$ cat config.mk
export PLATFORM = sky130hd
export DESIGN_NAME = mio_bus_arbiter
export DESIGN_NICKNAME = d
export VERILOG_FILES = /design/src/rtl/mio_bus_arbiter.sv
export SDC_FILE = /design/constraint.sdc
export NUM_CORES = 1
export LEC_CHECK = 0
export ABC_AREA = 0
export CAP_MARGIN = 20
export CORE_MARGIN = 2
export CORE_UTILIZATION = 44
export DETAILED_ROUTE_END_ITERATION = 7
export PLACE_DENSITY = 0.85
export SKIP_CTS_REPAIR_TIMING = 1
export SLEW_MARGIN = 40
export SYNTH_ARGS = -nofsm -noshare
export SYNTH_HDL_FRONTEND = slang
export SYNTH_SLANG_ARGS = --single-unit
$ cat constraint.sdc
create_clock -name clk -period 5.01 [get_ports clk]
set_input_delay 0.501 -clock clk [delete_from_list [all_inputs] [get_ports clk]]
set_output_delay 0.501 -clock clk [all_outputs]
set_load 0.01 [all_outputs]
$ cat src/rtl/mio_bus_arbiter.sv
// mio_bus_arbiter: shares the single MIO memory/IO bus between two masters.
//   Master 0 is normally the multi-cycle CPU, master 1 a DMA/VGA fetch engine.
//   One master is granted at a time. Its command is registered onto the slave
//   side, and it receives the read data plus a one-cycle ready pulse. A transfer
//   that hangs is aborted after TIMEOUT cycles.
//
// Parameters:
//   FIXED_PRIO  0 = round-robin on ties, 1 = master 0 always wins a tie
//   TIMEOUT     max XFER cycles before abort (1..65535), 0 disables the abort
//
// Ports:
//   clk, reset                 clock (rising edge), async active-low reset
//   m{0,1}_req/we/addr/wdata   master command inputs (req is a level)
//   m{0,1}_rdata/ready/err     read data, completion pulse, abort flag
//   s_req/we/addr/wdata        slave-side command (qualified by s_req)
//   s_rdata, s_ready           slave read data and completion
//   grant                      one-hot current owner, bit0 = master 0
//   busy                       high whenever a transfer is in progress
module mio_bus_arbiter #(
  parameter int unsigned FIXED_PRIO = 0,
  parameter int unsigned TIMEOUT    = 255
) (
  input  logic        clk,
  input  logic        reset,
  input  logic        m0_req,
  input  logic        m0_we,
  input  logic [31:0] m0_addr,
  input  logic [31:0] m0_wdata,
  output logic [31:0] m0_rdata,
  output logic        m0_ready,
  output logic        m0_err,
  input  logic        m1_req,
  input  logic        m1_we,
  input  logic [31:0] m1_addr,
  input  logic [31:0] m1_wdata,
  output logic [31:0] m1_rdata,
  output logic        m1_ready,
  output logic        m1_err,
  output logic        s_req,
  output logic        s_we,
  output logic [31:0] s_addr,
  output logic [31:0] s_wdata,
  input  logic [31:0] s_rdata,
  input  logic        s_ready,
  output logic [1:0]  grant,
  output logic        busy
);

  localparam bit          TimeoutEn   = (TIMEOUT != 0);
  localparam logic [15:0] TimeoutLast = 16'((TIMEOUT == 0) ? 32'd0 : TIMEOUT - 32'd1);

  typedef enum logic [1:0] {StIdle, StXfer, StDone} state_e;

  state_e      state_q, state_d;
  logic        last_owner_q, last_owner_d;  // 0 = master 0, 1 = master 1
  logic [15:0] counter_q, counter_d;
  logic [1:0]  grant_q, grant_d;
  logic        s_we_q, s_we_d;
  logic [31:0] s_addr_q, s_addr_d;
  logic [31:0] s_wdata_q, s_wdata_d;
  logic [31:0] m0_rdata_q, m0_rdata_d, m1_rdata_q, m1_rdata_d;
  logic        m0_ready_q, m0_ready_d, m1_ready_q, m1_ready_d;
  logic        m0_err_q, m0_err_d, m1_err_q, m1_err_d;

  logic        winner;     // 1 = master 1 wins this arbitration
  logic        done_now;
  logic        done_err;
  logic [31:0] done_data;

  always_comb begin
    if (m0_req && m1_req) begin
      winner = (FIXED_PRIO != 0) ? 1'b0 : ~last_owner_q;
    end else begin
      winner = ~m0_req;
    end
  end

  always_comb begin
    state_d      = state_q;
    last_owner_d = last_owner_q;
    counter_d    = counter_q;
    grant_d      = grant_q;
    s_we_d       = s_we_q;
    s_addr_d     = s_addr_q;
    s_wdata_d    = s_wdata_q;
    m0_rdata_d   = m0_rdata_q;
    m1_rdata_d   = m1_rdata_q;
    // Ready and err only live for the single DONE cycle.
    m0_ready_d   = 1'b0;
    m1_ready_d   = 1'b0;
    m0_err_d     = 1'b0;
    m1_err_d     = 1'b0;
    done_now     = 1'b0;
    done_err     = 1'b0;
    done_data    = 32'h0000_0000;

    case (state_q)
      StIdle: begin
        if (m0_req || m1_req) begin
          state_d      = StXfer;
          grant_d      = winner ? 2'b10 : 2'b01;
          last_owner_d = winner;
          counter_d    = 16'd0;
          s_we_d       = winner ? m1_we    : m0_we;
          s_addr_d     = winner ? m1_addr  : m0_addr;
          s_wdata_d    = winner ? m1_wdata : m0_wdata;
        end
      end
      StXfer: begin
        // A slave completion on the same edge as the timeout takes precedence.
        if (s_ready) begin
          done_now  = 1'b1;
          done_data = s_rdata;
        end else if (TimeoutEn && (counter_q == TimeoutLast)) begin
          done_now = 1'b1;
          done_err = 1'b1;
        end else begin
          counter_d = counter_q + 16'd1;
        end
      end
      StDone: begin
        state_d = StIdle;
        grant_d = 2'b00;
      end
      default: begin
        state_d = StIdle;
        grant_d = 2'b00;
      end
    endcase

    if (done_now) begin
      state_d = StDone;
      if (grant_q[1]) begin
        m1_rdata_d = done_data;
        m1_ready_d = 1'b1;
        m1_err_d   = done_err;
      end else begin
        m0_rdata_d = done_data;
        m0_ready_d = 1'b1;
        m0_err_d   = done_err;
      end
    end
  end

  always_ff @(posedge clk or negedge reset) begin
    if (!reset) begin
      state_q      <= StIdle;
      last_owner_q <= 1'b1;
      counter_q    <= 16'd0;
      grant_q      <= 2'b00;
      s_we_q       <= 1'b0;
      s_addr_q     <= 32'h0000_0000;
      s_wdata_q    <= 32'h0000_0000;
      m0_rdata_q   <= 32'h0000_0000;
      m1_rdata_q   <= 32'h0000_0000;
      m0_ready_q   <= 1'b0;
      m1_ready_q   <= 1'b0;
      m0_err_q     <= 1'b0;
      m1_err_q     <= 1'b0;
    end else begin
      state_q      <= state_d;
      last_owner_q <= last_owner_d;
      counter_q    <= counter_d;
      grant_q      <= grant_d;
      s_we_q       <= s_we_d;
      s_addr_q     <= s_addr_d;
      s_wdata_q    <= s_wdata_d;
      m0_rdata_q   <= m0_rdata_d;
      m1_rdata_q   <= m1_rdata_d;
      m0_ready_q   <= m0_ready_d;
      m1_ready_q   <= m1_ready_d;
      m0_err_q     <= m0_err_d;
      m1_err_q     <= m1_err_d;
    end
  end

  // Decoded from state so that an asynchronous reset drops s_req at once.
  assign s_req    = (state_q == StXfer);
  assign busy     = (state_q != StIdle);
  assign grant    = grant_q;
  assign s_we     = s_we_q;
  assign s_addr   = s_addr_q;
  assign s_wdata  = s_wdata_q;
  assign m0_rdata = m0_rdata_q;
  assign m1_rdata = m1_rdata_q;
  assign m0_ready = m0_ready_q;
  assign m1_ready = m1_ready_q;
  assign m0_err   = m0_err_q;
  assign m1_err   = m1_err_q;

endmodule

==> key figures <==
Status
  • Status: finished with violations
  • Failing checks: DRC

Timing
  • Max Slew Vio Count: 0
  • Slew at the pin closest to its max-slew limit: 0.762 ns
  • Worst slew margin: 49.1%
  • RSZ-0062 raised after global routing: false
  • Final hold vios: 0
  • Final worst path period need: 2.66 ns
  • Final setup skew: 0.00874 ns
  • Peak Freq: 0.375 GHz
  • Final setup fails: 0
  • Setup TNS after final layout: 0 ns
  • Period utilisation layout: 53.2%

Clocking
  • CTS buffer count: 17
  • Root Buffer: clkbuf_16
  • H-tree Lvls: 4
  • Worst skew pair latency: 0.41 ns
  • Clk slew on worst S/H paths: 0.07 ns
  • CTS sink cnt: 154
  • CTS tree: built
  • Clk buf depth: 2

Synthesis
  • Synth Flop Type: dfrtp_1
  • Synthesized area: 6450 um^2
  • Post-synthesis cell type count: 44
  • Seq cells post-synth: 154
  • Synth warnings: 0
  • Syn_nets: 682
  • Avg Synthesized Cell Area: 12.6 um^2
  • Register area share after synthesis: 59.8%
  • Asr flop ratio synth: 100%
  • Number of flops mapped to enable cells by yosys: 0
  • Cells after Synth: 513

Global route
  • Remaining global-route overflow: 0
  • M1 GR Usage: 34.5%
  • First-pass GRT wire length: 33700 um
  • Met2 usage: 44.8%
  • GRT Total Usage: 27.4%
  • Vias in the first global route: 5935
  • Antenna violations before repair: 1
  • Largest net degree at the start of global routing: 113
  • Met3 Resource Use GR: 7.53%
  • Gr busiest metal: met2

Power
  • Clock Power Share: 20.1%
  • Maximum vdd drop: 0.000299 V
  • Sw power: 2.03 mW
  • Switch share: 33.1%
  • Gate power share: 44.3%
  • P_leak: 4.34 nW
  • P per Cell Area: 599 nW/um^2
  • Pint: 4.10 mW
  • Part of the power in registers: 35.7%

Cells and area
  • Register area: 3850 um^2
  • Area delta synth->final: 58.6%
  • Fin util: 70.9%
  • Number of diodes: 0
  • Fillcell total: 1000
  • Multi-input logic area: 2400 um^2
  • Final net count: 972
  • Share of cells above drive strength 1: 6.50%

Floorplan
  • IO Pins: 304
  • Core area: 14400 um^2
  • Starting Density: 44.7%
  • FP Rows: 44
  • Die Area: 15600 um^2
  • Die Y: 125 um
  • Die W: 125 um

Routing
  • Post-DRT Antenna Nets: 0
  • Avg WL per Cell: 21.6 um
  • Drt drc: 1
  • Via Count: 5907
  • DRT iter0 DRCs: 400
  • Routed WL: 21600 um
  • DRT Pass-1 Iters: 8
  • Vias per Instance: 5.91

Place
  • Port buffer count: 303
  • Routability cong.: 0.911
  • DP Wirelength: 15500 um

Setup path
  • Crit Path Class: flip-flop to primary output
  • CP Launch Type: flip-flop
  • CP max FO: 14
  • Critical path endpoint category: primary output
  • Reg2reg setup slack: 2.36 ns
  • WP data arrival: 2.16 ns
  • WP data required: 4.51 ns
  • RR Startpoint: counter_q[12]$_DFFE_PN0P_
  • R2R Path End: m1_rdata[13]$_DFFE_PN0P_
  • Worst reg2reg path depth: 5

Run
  • Max Cap Viol: 0

Hold path
  • Hold depth: 1
  • Hold Crit Class: flip-flop to flip-flop
  • WHS Endpoint: counter_q[15]$_DFFE_PN0P_
  • Hold_sp: counter_q[15]$_DFFE_PN0P_
## cell type report
cell class              count  share of cell area, %
flip-flops and latches    154                   37.7
inverters                   9                  0.330
clock inverters            15                   1.36
repair buffers            312                   30.7
well taps                 184                   2.25
clock buffers              17                   4.16
multi-input cells         309                   23.4
## power groups by stage
stage | Combinational (mW) | Clock (mW) | Sequential, mW
2_1_floorplan | 0.934 | 0 | 2.36
5_1_grt | 2.86 | 1.31 | 2.25
3_5_place_dp | 2.70 | 0 | 2.18
3_3_place_gp | 2.62 | 0 | 2.16
4_1_cts | 2.72 | 1.25 | 2.18
6_report | 2.71 | 1.23 | 2.18
## worst max-delay path: stages, from the launching register on
cell,delay (ns)
dfrtp_1,0.43
nand2b_1,0.34
inv_2,0.34
clkdlybuf4s50_1,0.64
## logic make-up (layout without fill, tap and decap cells)
group                    count (synthesis)  count (layout)  share of synthesized area (%)
AO/OA/AOI/OAI                          169             169                           23.4
flip-flops                             154             154                           59.8
AND/OR/NAND/NOR                        137             137                           12.6
buffers and inverters                   50             353                           3.61
adder cells (fa/ha/maj)                  2               2                          0.388
multiplexers                             1               1                          0.155
## sequential cells by signal, indices dropped and copies added (netlist names), 2 cells and up
signal     cells
counter_q     16
s_wdata       32
state_q        2
grant          2
s_addr        32
m1_rdata      32
m0_rdata      32
## routing by layer
metal	part of all wire, %	wire [um]
met4	3.6	771
met2	50	10800
met3	7.3	1570
met5	0.051	11
met1	39	8460
## synthesized netlist by cell type (all sizes together), types with 2 or more instances
library cell  instances  area share [%]
dfrtp               153              59
a22o                 66             9.0
a221o                65              10
nor2b                65             6.3
clkbuf               29             1.7
nor2                 16            0.93
buf                  12             1.4
nand2                11            0.64
nand3                10            0.78
inv                   9            0.52
o21ai                 9            0.70
nand4                 8            0.78
a31oi                 5            0.49
o211ai                5             1.0
a21o                  4            0.47
a21oi                 4            0.31
nor3                  4            0.31
or4                   4            0.52
and4                  3            0.41
nand2b                3            0.29
nor4                  3            0.52
o31ai                 3            0.35
a211o                 2            0.27
and3                  2            0.19
ha                    2            0.39
o41ai                 2            0.27
or3                   2            0.19
## worst max path at each step
stage / from / end / slack, ns
2_1_floorplan: counter_q[14]$_DFFE_PN0P_ / m0_rdata[10]$_DFFE_PN0P_ / 2.84
3_3_place_gp: s_ready / m0_rdata[15]$_DFFE_PN0P_ / 2.36
3_5_place_dp: counter_q[12]$_DFFE_PN0P_ / m1_rdata[13]$_DFFE_PN0P_ / 2.39
4_1_cts: state_q[1]$_DFFE_PN0P_ / s_req / 2.35
5_1_grt: state_q[1]$_DFFE_PN0P_ / s_req / 2.22
6_report: state_q[1]$_DFFE_PN0P_ / s_req / 2.35
## layout by cell type, fill, tap and decap left out, types with 4 or more instances in the layout
cell             synthesis  final
nand2_1                 11     11
a31oi_1                  5      5
a21o_1                   4      4
a22o_1                  66     66
a21oi_1                  4      4
nor2_4                   0      4
clkbuf_16                0     17
a221o_1                 65     65
nor3_1                   4      4
nor2b_1                 65     65
nand3_1                 10     10
dfrtp_1                153    153
inv_1                    8      8
buf_4                    0      5
clkdlybuf4s50_1          0    302
nor2_1                  16     11
o21ai_0                  9      9
clkinvlp_4               0      4
inv_6                    0      5
nand4_1                  8      8
## through the flow
step / worst slack [ns] / instances / power, mW / hold slack (ns) / instance area [um^2]
after global routing: 2.22 / 1000 / 6.42 / 0.521 / 10200
final: 2.35 / 1000 / 6.12 / 0.497 / 10200
after detailed placement: 2.39 / 965 / 4.88 / 0.488 / 9610
after floorplan: 2.84 / 513 / 3.29 / 0.205 / 6450
after global placement: 2.36 / 964 / 4.78 / 0.487 / 9580
after CTS: 2.35 / 997 / 6.14 / 0.171 / 10200
Note: power is estimated with default switching activity, not from simulation.
